**config.mk**
```make
export PLATFORM = sky130hd
export DESIGN_NAME = mux8_rr_arbiter
export DESIGN_NICKNAME = d
export VERILOG_FILES = /design/src/rtl/mux8_arb_pkg.sv /design/src/rtl/mux8_rr_pick.sv /design/src/rtl/mux8_rr_arbiter.sv
export SDC_FILE = /design/constraint.sdc
export NUM_CORES = 1
export LEC_CHECK = 0
export CORE_MARGIN = 8
export CORE_UTILIZATION = 60
export DETAILED_ROUTE_END_ITERATION = 7
export GPL_TIMING_DRIVEN = 0
export PLACE_DENSITY_LB_ADDON = 0.25
export SYNTH_ARGS = -nofsm -noshare
export SYNTH_HDL_FRONTEND = slang
export SYNTH_SLANG_ARGS = --single-unit
```
**constraint.sdc**
```tcl
create_clock -name clk -period 10.4 [get_ports clk]
set_clock_uncertainty 0.15 [all_clocks]
set_input_delay 3.12 -clock clk [delete_from_list [all_inputs] [get_ports clk]]
set_output_delay 3.12 -clock clk [all_outputs]
set_load 0.05 [all_outputs]
```
**src/rtl/mux8_arb_pkg.sv**
```systemverilog
// rtl/mux8_arb_pkg.sv - shared state type, sizes and round-robin pick function for mux8_rr_arbiter
package mux8_arb_pkg;

  localparam int N_REQ = 8;
  localparam int SEL_W = 3;

  typedef enum logic {
    IDLE  = 1'b0,
    GRANT = 1'b1
  } arb_state_e;

  typedef struct packed {
    logic             found;
    logic [SEL_W-1:0] idx;
  } pick_t;

  function automatic pick_t rr_pick(input logic [N_REQ-1:0] req, input logic [SEL_W-1:0] ptr);
    pick_t            res;
    logic [SEL_W-1:0] cand;
    res = '0;
    // Walk from ptr (searched last) back towards ptr+1 so the nearest requester overwrites.
    for (int k = N_REQ; k >= 1; k--) begin
      cand = ptr + SEL_W'(k);
      if (req[cand]) begin
        res.found = 1'b1;
        res.idx   = cand;
      end
    end
    return res;
  endfunction

endpackage

```
**src/rtl/mux8_rr_pick.sv**
```systemverilog
// rtl/mux8_rr_pick.sv - combinational rotate/priority-encode over 8 requests
// MUX8_ARB_PRIO_EN: requester 0 wins any arbitration and leaves the pointer untouched.
module mux8_rr_pick
  import mux8_arb_pkg::*;
(
  input  logic [N_REQ-1:0] i_req,
  input  logic [SEL_W-1:0] i_ptr,
  output logic             o_found,
  output logic [SEL_W-1:0] o_idx,
  output logic             o_upd_ptr
);

  pick_t w_rr;

  assign w_rr = rr_pick(i_req, i_ptr);

`ifdef MUX8_ARB_PRIO_EN
  always_comb begin
    o_found   = w_rr.found;
    o_idx     = w_rr.idx;
    o_upd_ptr = 1'b1;
    if (i_req[0]) begin
      o_idx     = '0;
      o_upd_ptr = 1'b0;
    end
  end
`else
  assign o_found   = w_rr.found;
  assign o_idx     = w_rr.idx;
  assign o_upd_ptr = 1'b1;
`endif

endmodule

```
**src/rtl/mux8_rr_arbiter.sv**
```systemverilog
// rtl/mux8_rr_arbiter.sv - round-robin owner of the mux_8x1 select with burst-limited grants
// MUX8_ARB_PRIO_EN (in mux8_rr_pick) makes requester 0 high priority.
module mux8_rr_arbiter
  import mux8_arb_pkg::*;
#(
  parameter int MAX_BURST = 4,
  parameter int CNT_W     = 4
) (
  input  logic             clk,
  input  logic             rst,
  input  logic [N_REQ-1:0] req,
  input  logic             out_ready,
  output logic [SEL_W-1:0] sel,
  output logic [N_REQ-1:0] gnt,
  output logic             out_valid,
  output logic             busy,
  output logic [CNT_W-1:0] beat_cnt
);

  localparam logic [CNT_W-1:0] LAST_BEAT = CNT_W'(MAX_BURST - 1);

  arb_state_e       r_state, w_state_nxt;
  logic [SEL_W-1:0] r_sel, w_sel_nxt;
  logic [SEL_W-1:0] r_ptr, w_ptr_nxt;
  logic [N_REQ-1:0] r_gnt, w_gnt_nxt;
  logic             r_busy, w_busy_nxt;
  logic [CNT_W-1:0] r_cnt, w_cnt_nxt;

  logic             w_withdraw;
  logic             w_beat;
  logic             w_release;
  logic [N_REQ-1:0] w_pick_req;
  logic             w_found;
  logic [SEL_W-1:0] w_idx;
  logic             w_upd_ptr;

  assign out_valid  = (r_state == GRANT) && req[r_sel];
  assign w_beat     = out_valid && out_ready;
  assign w_withdraw = (r_state == GRANT) && !req[r_sel];
  assign w_release  = w_withdraw || (w_beat && (r_cnt == LAST_BEAT));
  // A withdrawing grantee must not win its own re-arbitration; r_gnt is zero in IDLE.
  assign w_pick_req = w_withdraw ? (req & ~r_gnt) : req;

  mux8_rr_pick u_pick (
    .i_req     (w_pick_req),
    .i_ptr     (r_ptr),
    .o_found   (w_found),
    .o_idx     (w_idx),
    .o_upd_ptr (w_upd_ptr)
  );

  always_ff @(posedge clk) begin
    if (rst) begin
      r_state <= IDLE;
      r_sel   <= '0;
      r_gnt   <= '0;
      r_busy  <= 1'b0;
      r_cnt   <= '0;
      r_ptr   <= SEL_W'(N_REQ - 1);
    end else begin
      r_state <= w_state_nxt;
      r_sel   <= w_sel_nxt;
      r_gnt   <= w_gnt_nxt;
      r_busy  <= w_busy_nxt;
      r_cnt   <= w_cnt_nxt;
      r_ptr   <= w_ptr_nxt;
    end
  end

  always_comb begin
    w_state_nxt = r_state;
    w_sel_nxt   = r_sel;
    w_gnt_nxt   = r_gnt;
    w_busy_nxt  = r_busy;
    w_cnt_nxt   = r_cnt;
    w_ptr_nxt   = r_ptr;
    case (r_state)
      IDLE: begin
        if (w_found) begin
          w_state_nxt = GRANT;
          w_sel_nxt   = w_idx;
          w_gnt_nxt   = N_REQ'(1) << w_idx;
          w_busy_nxt  = 1'b1;
          w_cnt_nxt   = '0;
          if (w_upd_ptr) w_ptr_nxt = w_idx;
        end
      end
      GRANT: begin
        if (w_release) begin
          if (w_found) begin
            w_sel_nxt = w_idx;
            w_gnt_nxt = N_REQ'(1) << w_idx;
            w_cnt_nxt = '0;
            if (w_upd_ptr) w_ptr_nxt = w_idx;
          end else begin
            w_state_nxt = IDLE;
            w_sel_nxt   = '0;
            w_gnt_nxt   = '0;
            w_busy_nxt  = 1'b0;
            w_cnt_nxt   = '0;
          end
        end else if (w_beat) begin
          w_cnt_nxt = r_cnt + CNT_W'(1);
        end
      end
      default: begin
        w_state_nxt = IDLE;
      end
    endcase
  end

  assign sel      = r_sel;
  assign gnt      = r_gnt;
  assign busy     = r_busy;
  assign beat_cnt = r_cnt;

endmodule

```
==> results by group <==
Power
  – Logic pwr share: 0.795
  – Sequential share of power: 0.134
  – Internal power summed over all cells: ~420 uW
  – Static leakage: ~0.91 nW
  – Switching share of total power: 0.532
  – Peak supply drop: approximately 240 uV
  – Ratio of total power to cell area: 377 nW/um2
  – Sw power: about 480 uW
  – Clock network power share: 0.071

STA
  – Relative slew slack: 0.455
  – Setup TNS: 0 ns
  – Setup repair after global routing missed its margin: no
  – Fraction of the cycle the final worst path needs: 0.820
  – Final setup vio count: 0
  – Max Clk Rate: 117 MHz
  – Number of failing hold endpoints at the final stage: 0
  – Fin. max-slew vios: 0
  – Final worst path period need: between 8 and 9 ns
  – Worst Tran Pin Value: 0.811 ns

Final layout
  – Final instance area: ~2400 um2
  – Antenna Cells: 0
  – Final standard cell count with taps included and fillers excluded: ~320
  – Number of filler instances in the final layout: 272
  – Share of final-layout standard cells stronger than drive strength 1: 0.136
  – Layout Utilization: 0.731
  – Area Overhead vs Synth: 19.0%
  – Total Nets Final: 288

Clock network
  – Post-CTS setup repair buffer count: 0
  – Clock Sinks: 20
  – Root buffer cell: sky130_fd_sc_hd__clkbuf_4
  – Number of gates resized after CTS: 0
  – Clock-pin slew reported for the worst setup and hold paths after clock tree synthesis: 0.11 ns
  – CTS tree: yes
  – CTS buffer count: 3
  – Deepest level of the CTS H-tree: 1
  – Maximum buffer depth of the clock tree: 2
  – Hold Buf Count CTS: 0
  – Clock latency on the worst-skew pair: 0.31 ns

Floorplanning
  – Placeable Area: between 3000 and 4000 um2
  – Number of top-level pins: 28
  – Initial cell density of the core: 0.614
  – Chip Height: roughly 74 um
  – Cell Rows: 21
  – Die W: approximately 74 um
  – Die Outline Area: 5440 um2

Yosys
  – Net Count, Synth: about 260
  – Top cells by instance count after synthesis: 35 x sky130_fd_sc_hd__nand2_1, 20 x sky130_fd_sc_hd__dfxtp_1, 18 x sky130_fd_sc_hd__nor2_1
  – Post-Synth Simple-Gate Area: 0.213
  – Cell with the most instances after synthesis: sky130_fd_sc_hd__nand2_1
  – Synth top area cells: sky130_fd_sc_hd__dfxtp_1 20%, sky130_fd_sc_hd__nand2_1 6.6%, sky130_fd_sc_hd__mux2i_1 5.0%
  – Predominant post-synthesis flop cell: sky130_fd_sc_hd__dfxtp_1
  – Compound-Gate Fraction of Synth Area: 0.358
  – Distinct cells, synth: 62
  – Share of the synthesized area in the top cell type: 0.200
  – Yosys warning count: 0
  – Library cell occupying the most area in the post-synthesis netlist: sky130_fd_sc_hd__dfxtp_1
  – Fraction of synthesized area in multiplexers: 0.142
  – Combinational family with the most area after synthesis: compound AO/OA/AOI/OAI gates
  – Parity-gate share of the synthesized area counting xor and xnor cells: 0.0131
  – FF+latch count, synth: 20
  – Gate count after technology mapping: approximately 240
  – Sequential-to-total area share from yosys stat: 0.200
  – Synthesized area per cell: about 8.3 um2
  – Post-synthesis instance area: 2000 um2
  – Fraction of registers with async set/reset: 0
  – Number of enable-type register cells in the synthesized netlist: 0
  – Adder-cell share of the synthesized area: 0.0250

Placed design
  – Placement Cell Area: roughly 2300 um2
  – Gpl congestion: between 0.9 and 1
  – Buffers added on ports: 27
  – DPL Wire Length: 4170 um
  – Post-placement cell count: 314

Outcome
  – Result of the run: completed

Route
  – Remaining antenna violation count after routing: 0
  – Via density per instance: approximately 6.3
  – Detailed-routing iteration count for the pre-antenna-repair pass: 4
  – Violation count after the first detailed-routing iteration: ~180
  – Residual DRC count: 0
  – Detailed Route WL: around 5400 um
  – Average wire per cell in the routed design: approximately 17 um
  – Vias: ~2,000

Setup path
  – Critical path's most frequent cell: sky130_fd_sc_hd__clkdlybuf4s50_1
  – Critical path data required time: slightly above 7 ns
  – Buffering stage count on the worst path with inverters included: 2
  – Setup slack of the most critical reg-to-reg path: 6.70 ns
  – Worst-path cell chain: clkdlybuf4s50_1 > mux2_4 > a2bb2oi_4 > and3_1 > clkdlybuf4s50_1
  – Critical setup path kind: in -> out
  – Highest-delay cell along the critical path: sky130_fd_sc_hd__clkdlybuf4s50_1
  – Critical Path End Type: output port
  – Delay of the slowest cell on the worst path: between 0.8 and 0.9 ns
  – Critical Path Fanout Max: 9
  – Arrival time reported for the critical path endpoint: 5.25 ns
  – Kind of cell adding the most delay to the critical path: buffers and inverters
  – Critical Path Source Type: primary input

Global routing
  – All-layer global routing usage: 0.194
  – Overall overflow remaining after global route: 0
  – Number of antenna violations at the first check in global routing: 0
  – Pin count of the biggest net entering global routing: 13
  – Vias in the first global route: approximately 1,800
  – Wire length of the first global-routing pass: roughly 8500 um

Flow run
  – MaxCap Viol Count: 0

Worst hold path
  – Min-delay worst type: reg -> reg
-- power by group through the flow --
stage / registers [mW] / logic (mW) / clock network [mW]
5_1_grt: 0.124 / 0.763 / 0.0685
3_5_place_dp: 0.122 / 0.696 / 0
6_report: 0.120 / 0.714 / 0.0640
4_1_cts: 0.120 / 0.701 / 0.0644
2_1_floorplan: 0.173 / 0.495 / 0
3_3_place_gp: 0.121 / 0.687 / 0
-- area by class of cell --
type                            instances  area [um2]  share of cell area
Buffer                                 10        53.8              0.0226
Clock inverter                          1        30.0              0.0126
Tap cell                               46        57.6              0.0242
Timing Repair Buffer                   27         270               0.114
Multi-Input combinational cell        199        1500               0.631
Inverter                               12        45.0              0.0189
Sequential cell                        20         400               0.168
Clock buffer                            3        22.5             0.00946
-- metrics by stage --
stage,hold slack [ns],worst slack (ns),power [mW]
2_1_floorplan,0.555,3.06,0.668
3_3_place_gp,0.331,1.92,0.808
3_5_place_dp,0.332,1.91,0.818
4_1_cts,0.352,1.90,0.886
5_1_grt,0.361,1.85,0.955
6_report,0.347,1.88,0.898
-- logic make-up after synthesis --
logic type / Yosys count
multiplexers: 21
AND/OR/NAND/NOR: 88
flip-flops: 20
XOR/XNOR: 3
buffers and inverters: 22
AO/OA/AOI/OAI: 83
adder cells (fa/ha/maj): 4
-- metal layers --
metal / global-route usage / share of wire / vias to the layer above
met5: 0 / 0 / -
met4: 0.0266 / 0.0084 / 0
met3: 0.0450 / 0.068 / 4
met2: 0.322 / 0.46 / 69
met1: 0.250 / 0.46 / 957
li1: - / - / 977
-- registers in the layout, summed over array words and instances (netlist names) --
register  cells
gnt           8
busy          1
r_state       1
sel           3
beat_cnt      4
r_ptr         3
-- cells in the final DEF (no fill, tap or decap), drive strengths merged, types with 7 or more instances in the layout --
cell type	count
clkbuf	10
dfxtp	20
a21oi	22
inv	11
clkdlybuf4s50	27
a22o	8
nor2	19
mux2i	11
nand2	35
o22ai	8
o21ai	7
-- final timing paths --
check	endpoint	cells past startpoint	start
worst min-delay path	gnt[0]	1	gnt[0]
worst max-delay path	out_valid	5	req[7]
worst max register to register	gnt[7]	12	sel[0]
worst min register to register	gnt[0]	1	gnt[0]
(Power assumes the default switching activity.)
